[src/rtl/tbus_pkg.sv]
// Shared types and helpers for the tri-state bus arbiter and its round-robin picker.
package tbus_pkg;

    typedef enum logic [1:0] {
        IDLE  = 2'd0,
        GRANT = 2'd1,
        DRIVE = 2'd2,
        TURN  = 2'd3
    } tbus_state_e;

    localparam int PULLDOWN = 0;
    localparam int PULLUP   = 1;
    localparam int KEEPER   = 2;

    // Width of a pointer able to index n channels; never narrower than one bit.
    function automatic int ptr_width(input int n);
        return (n <= 2) ? 1 : $clog2(n);
    endfunction

endpackage

[src/rtl/rr_pick.sv]
// Combinational round-robin picker: the first set request at or after ptr wins.
module rr_pick #(
    parameter int N  = 4,
    parameter int PW = 2
) (
    input  logic [N-1:0]  req,
    input  logic [PW-1:0] ptr,
    output logic [N-1:0]  win,
    output logic          any
);

    logic [PW-1:0] idx_s;

    // Rotating scan from ptr; once any is set, later requests are masked out.
    always_comb begin
        win   = '0;
        any   = 1'b0;
        idx_s = '0;
        for (int i = 0; i < N; i++) begin
            idx_s      = PW'((int'(ptr) + i) % N);
            win[idx_s] = win[idx_s] | (req[idx_s] & ~any);
            any        = any | req[idx_s];
        end
    end

endmodule

[src/rtl/tbus_arbiter.sv]
// Round-robin tri-state bus controller with break-before-make dead time and a
// configurable idle level (pulldown, pullup or keeper).
module tbus_arbiter
    import tbus_pkg::*;
#(
    parameter int WIDTH     = 8,
    parameter int CHANNELS  = 4,
    parameter int DEAD      = 2,
    parameter int IDLE_MODE = 1
) (
    input  logic                      clk,
    input  logic                      rst,
    input  logic [CHANNELS-1:0]       req,
    input  logic [CHANNELS*WIDTH-1:0] din,
    output logic [CHANNELS-1:0]       grant,
    output logic [CHANNELS-1:0]       oe,
    output logic [WIDTH-1:0]          bus_out,
    output logic                      bus_valid,
    output logic                      idle
);

    localparam int PW = ptr_width(CHANNELS);
    // TURN is left when the counter reads zero, so loading DEAD-1 gives DEAD cycles.
    localparam logic [3:0] TURN_LOAD = (DEAD > 0) ? 4'(DEAD - 1) : 4'd0;

    tbus_state_e         state_q, state_d;
    logic [CHANNELS-1:0] owner_q, owner_d;
    logic [CHANNELS-1:0] grant_q, grant_d;
    logic [CHANNELS-1:0] oe_q, oe_d;
    logic [PW-1:0]       ptr_q, ptr_d, ptr_nxt;
    logic [3:0]          cnt_q, cnt_d;
    logic [WIDTH-1:0]    keep_q, keep_d;
    logic                valid_q, valid_d;
    logic                idle_q, idle_d;

    logic [CHANNELS-1:0] win_s;
    logic                any_s;
    logic                owner_req;
    logic [WIDTH-1:0]    din_sel;
    logic [WIDTH-1:0]    idle_lvl;

    rr_pick #(
        .N  (CHANNELS),
        .PW (PW)
    ) u_pick (
        .req (req),
        .ptr (ptr_q),
        .win (win_s),
        .any (any_s)
    );

    assign owner_req = |(req & owner_q);

    // Pointer one past the winner, and the current owner's data lane.
    always_comb begin
        ptr_nxt = '0;
        din_sel = '0;
        for (int i = 0; i < CHANNELS; i++) begin
            ptr_nxt = ptr_nxt | ({PW{win_s[i]}} & PW'((i + 1) % CHANNELS));
            din_sel = din_sel | ({WIDTH{owner_q[i]}} & din[i*WIDTH +: WIDTH]);
        end
    end

    // Level presented whenever no channel drives.
    always_comb begin
        case (IDLE_MODE)
            PULLDOWN: idle_lvl = '0;
            PULLUP:   idle_lvl = '1;
            KEEPER:   idle_lvl = keep_q;
            default:  idle_lvl = '0;
        endcase
    end

    // Next state plus the output registers decoded from that next state.
    always_comb begin
        state_d = state_q;
        owner_d = owner_q;
        ptr_d   = ptr_q;
        cnt_d   = cnt_q;
        keep_d  = keep_q;
        case (state_q)
            IDLE: begin
                if (any_s) begin
                    state_d = GRANT;
                    owner_d = win_s;
                    ptr_d   = ptr_nxt;
                end else begin
                    state_d = IDLE;
                end
            end
            GRANT: begin
                if (owner_req) begin
                    state_d = DRIVE;
                end else if (DEAD == 0) begin
                    state_d = IDLE;
                end else begin
                    state_d = TURN;
                    cnt_d   = TURN_LOAD;
                end
            end
            DRIVE: begin
                keep_d = din_sel;
                if (owner_req) begin
                    state_d = DRIVE;
                end else if (DEAD != 0) begin
                    state_d = TURN;
                    cnt_d   = TURN_LOAD;
                end else if (any_s) begin
                    state_d = GRANT;
                    owner_d = win_s;
                    ptr_d   = ptr_nxt;
                end else begin
                    state_d = IDLE;
                end
            end
            TURN: begin
                if (cnt_q != 4'd0) begin
                    cnt_d = cnt_q - 4'd1;
                end else if (any_s) begin
                    state_d = GRANT;
                    owner_d = win_s;
                    ptr_d   = ptr_nxt;
                end else begin
                    state_d = IDLE;
                end
            end
            default: begin
                state_d = IDLE;
            end
        endcase
        grant_d = ((state_d == GRANT) || (state_d == DRIVE)) ? owner_d : '0;
        oe_d    = (state_d == DRIVE) ? owner_d : '0;
        valid_d = (state_d == DRIVE);
        idle_d  = (state_d == IDLE);
    end

    // State and output registers; reset clears oe at once.
    always_ff @(posedge clk or posedge rst) begin
        if (rst) begin
            state_q <= IDLE;
            owner_q <= '0;
            ptr_q   <= '0;
            cnt_q   <= 4'd0;
            keep_q  <= '0;
            grant_q <= '0;
            oe_q    <= '0;
            valid_q <= 1'b0;
            idle_q  <= 1'b1;
        end else begin
            state_q <= state_d;
            owner_q <= owner_d;
            ptr_q   <= ptr_d;
            cnt_q   <= cnt_d;
            keep_q  <= keep_d;
            grant_q <= grant_d;
            oe_q    <= oe_d;
            valid_q <= valid_d;
            idle_q  <= idle_d;
        end
    end

    assign grant     = grant_q;
    assign oe        = oe_q;
    assign bus_valid = valid_q;
    assign idle      = idle_q;

    // Zero-latency pass-through of the owner's data while driving.
    always_comb begin
        bus_out = valid_q ? din_sel : idle_lvl;
    end

endmodule

[config.mk]
export PLATFORM = sky130hd
export DESIGN_NAME = tbus_arbiter
export DESIGN_NICKNAME = d
export VERILOG_FILES = /design/src/rtl/tbus_pkg.sv /design/src/rtl/rr_pick.sv /design/src/rtl/tbus_arbiter.sv
export SDC_FILE = /design/constraint.sdc
export NUM_CORES = 1
export LEC_CHECK = 0
export BUFFER_PORTS_ARGS = -buffer_cell sky130_fd_sc_hd__buf_2
export CAP_MARGIN = 20
export CORE_MARGIN = 5
export CORE_UTILIZATION = 49
export CTS_BUF_LIST = sky130_fd_sc_hd__clkbuf_4
export DETAILED_ROUTE_END_ITERATION = 8
export PLACE_DENSITY = 0.81
export SYNTH_ARGS = -nofsm -noshare
export SYNTH_HDL_FRONTEND = slang
export SYNTH_SLANG_ARGS = --single-unit
[constraint.sdc]
create_clock -name clk -period 3.9 [get_ports clk]
set_clock_uncertainty 0.05 [all_clocks]
set_input_delay 0 -clock clk [delete_from_list [all_inputs] [get_ports clk]]
set_output_delay 0 -clock clk [all_outputs]
set_load 0.005 [all_outputs]
==> impl_metrics.toml <==
[grt]
grt.total_usage_pct = 19.8
antenna_found_initial = 0
grt_pass1_vias = 1795
gr-total-overflow = 0
grt_max_degree = 27
grt_pass1_wl_um = 8360

[routing]
drt_iter0_drc = 276
firstDrtPassIters = 5
wire_per_inst_um = 16.6
route.vias.total = 1956
detail_route.vias_per_cell = 6.21
drc_errors = 0
routed_wl_um = 5240
ant_nets = 0

[floorplan]
initial_core_util_pct = 51.0
die_y_um = 72.2
core.rowCount = 22
dieArea_um2 = 5210
die_w_um = 72.2
io_pins = 56
core-area_um2 = 3720

[worst_setup_path]
worstPathRequired_ns = 4.09
end_kind = "flop"
cp-start-kind = "flop"
ff2ff_setup_slack_ns = 0.32
r2r_cells = 9
critPathArrivalTime_ns = 3.76
path_max_fanout = 7
critPathKind = "reg2reg"
r2r_start = "ptr_q[1]"
crit_path_end = "grant[2]"
r2r_end = "grant[2]"
cp-startpoint = "ptr_q[1]"

[clock_tree]
cts_made_buffers = 3
cts.clk_slew.worst_paths_ns = 0.12
clockRootBuffer = "clkbuf_4"
cts_tree = "built"
max-clock-path-buffers = 2
htreeDepth = 1
clk_latency_ns = 0.30
clock-sinks = 22

[sta]
relSlewSlack_pct = 45.7
min_period_ns = 3.58
period_share_pct = 91.7
whs_ns = 0.236
fmax_mhz = 280
setup_viol_count_final = 0
max_slew.worst_pin.slew_ns = 0.814
slew_viol_final = 0
rsz0062_at_grt = "no"
final_hold_viol_count = 0
finalSetupTns_ns = 0

[synth]
synthSimpleGateAreaFrac_pct = 20.9
synth_fa_ha_area_share_pct = 5.94
synth-xor-area-share_pct = 0
ys_ff_latch = 22
syn_avg_cell_area_um2 = 8.70
synth_compound_area_share_pct = 29.4
ys.flop_type = "dfrtp_1"
syn_nets = 265
synthCells = 218
ys_seq_area_share_pct = 29.1
synth_top_family_by_area = "compound AO/OA/AOI/OAI gates"
yosysUniqueCellTypes = 57
synth.area.mux_share_pct = 8.18
netlist_area_um2 = 1900
async_flop_share_pct = 100
synth-edff-count = 0
yosysWarnings = 0

[pwr]
powerDensity_nw_per_um2 = 947
max-vdd-ir-drop_mv = 0.484
power_uw = 2130
p_leak_uw = 0.00105

[worst_hold_path]
hold_path.class = "in2out"

[finish]
most-common-layout-cells = "buf_2, nand2_1, dfrtp_1"
area_growth_pct = 18.4
regArea_um2 = 552
layout.cell_area.non_filler_um2 = 2240
drive_gt1_share_pct = 28.5
multi_input_area_um2 = 1220
layout_commonest_cell = "buf_2"
finalCoreUtilization_pct = 60.4
antenna_cells = 0
nets = 315
nFillCells = 317

[status]
outcome = "completed"

[placed_design]
dpl_cell_area_um2 = 2180
gp_congestion = 0.968
place.detailed.hpwl_um = 3990
numPortBuffers = 55

[run]
drv_cap = 0
cell families (layout without fill, tap and decap cells):
kind of cell / after synthesis / in the layout
simple gates: 79 / 79
fa+ha+maj: 9 / 9
compound gates: 70 / 70
flops: 22 / 22
buf+inv: 29 / 78
mux: 9 / 9
where the power goes:
part	switching (µW)	total (µW)	leakage, µW	internal, µW
clock network	65.3	169	0.0000279	104
logic	915	1530	0.000737	618
registers	104	423	0.000285	320
total	1080	2130	0.00105	1040
area by class of cell:
type | count | area share [%]
multi-input cells | 167 | 54.3
flip-flops and latches | 22 | 24.6
repair buffers | 58 | 13.4
inverters | 16 | 2.68
well taps | 48 | 2.68
clock inverters | 1 | 1.34
clock buffers | 3 | 1.00
layer usage:
layer	track usage, %	part of all wire [%]	up-vias
met2	32.8	50	76
met5	0	0	-
li1	-	-	930
met4	5.85	0.82	0
met1	27.4	44	944
met3	1.94	4.8	6
worst max-delay path, stage by stage, from the launching register on:
cell,delay (ns)
dfrtp_1,0.49
inv_1,0.12
ha_1,0.45
mux4_2,0.61
or4b_4,0.59
a31oi_4,0.21
o22ai_1,0.10
a2111oi_2,0.51
o21ai_1,0.20
a21boi_1,0.18
cell usage after synthesis, types with 3 or more instances:
library cell,instances,area (µm²)
a21oi_1,8,40.0
o31ai_1,4,30.0
nor2_1,12,45.0
clkbuf_1,10,37.5
nand3_1,16,80.1
ha_1,9,113
dfrtp_1,21,526
o211ai_1,3,22.5
a222oi_1,8,80.1
a311oi_1,3,26.3
mux4_2,5,113
and2_1,3,18.8
nor3b_1,3,22.5
a211o_1,4,35.0
inv_1,16,60.1
nand2_1,29,109
o21ai_0,11,55.1
a22oi_1,3,22.5
through the flow:
step           cells  setup WS (ns)
2_1_floorplan    218         0.0933
3_3_place_gp     310          0.481
3_5_place_dp     310          0.348
4_1_cts          315          0.335
5_1_grt          315         0.0734
6_report         315          0.325
worst min path at each step:
stage / to / slack [ns] / start / depth (start not counted)
2_1_floorplan: async pin / -0.06 / rst / 1
3_3_place_gp: cnt_q[0] / 0.14 / rst / 2
3_5_place_dp: cnt_q[1] / 0.15 / rst / 2
4_1_cts: bus_out[2] / 0.24 / din[2] / 4
5_1_grt: bus_out[3] / 0.27 / din[3] / 4
6_report: bus_out[2] / 0.24 / din[2] / 4
flip-flops by register name, indices dropped and copies added (netlist names), named ones only:
signal     count
cnt_q          4
owner_q        3
ptr_q          2
state_q        2
oe             4
idle           1
bus_valid      1
grant          4
timing repair:
item	in CTS	in global routing
hold buffers	1	0
gates resized for setup	0	0
hold endpoints to repair	21	0
setup buffers	0	0
Power figures use the tool's default switching activity.
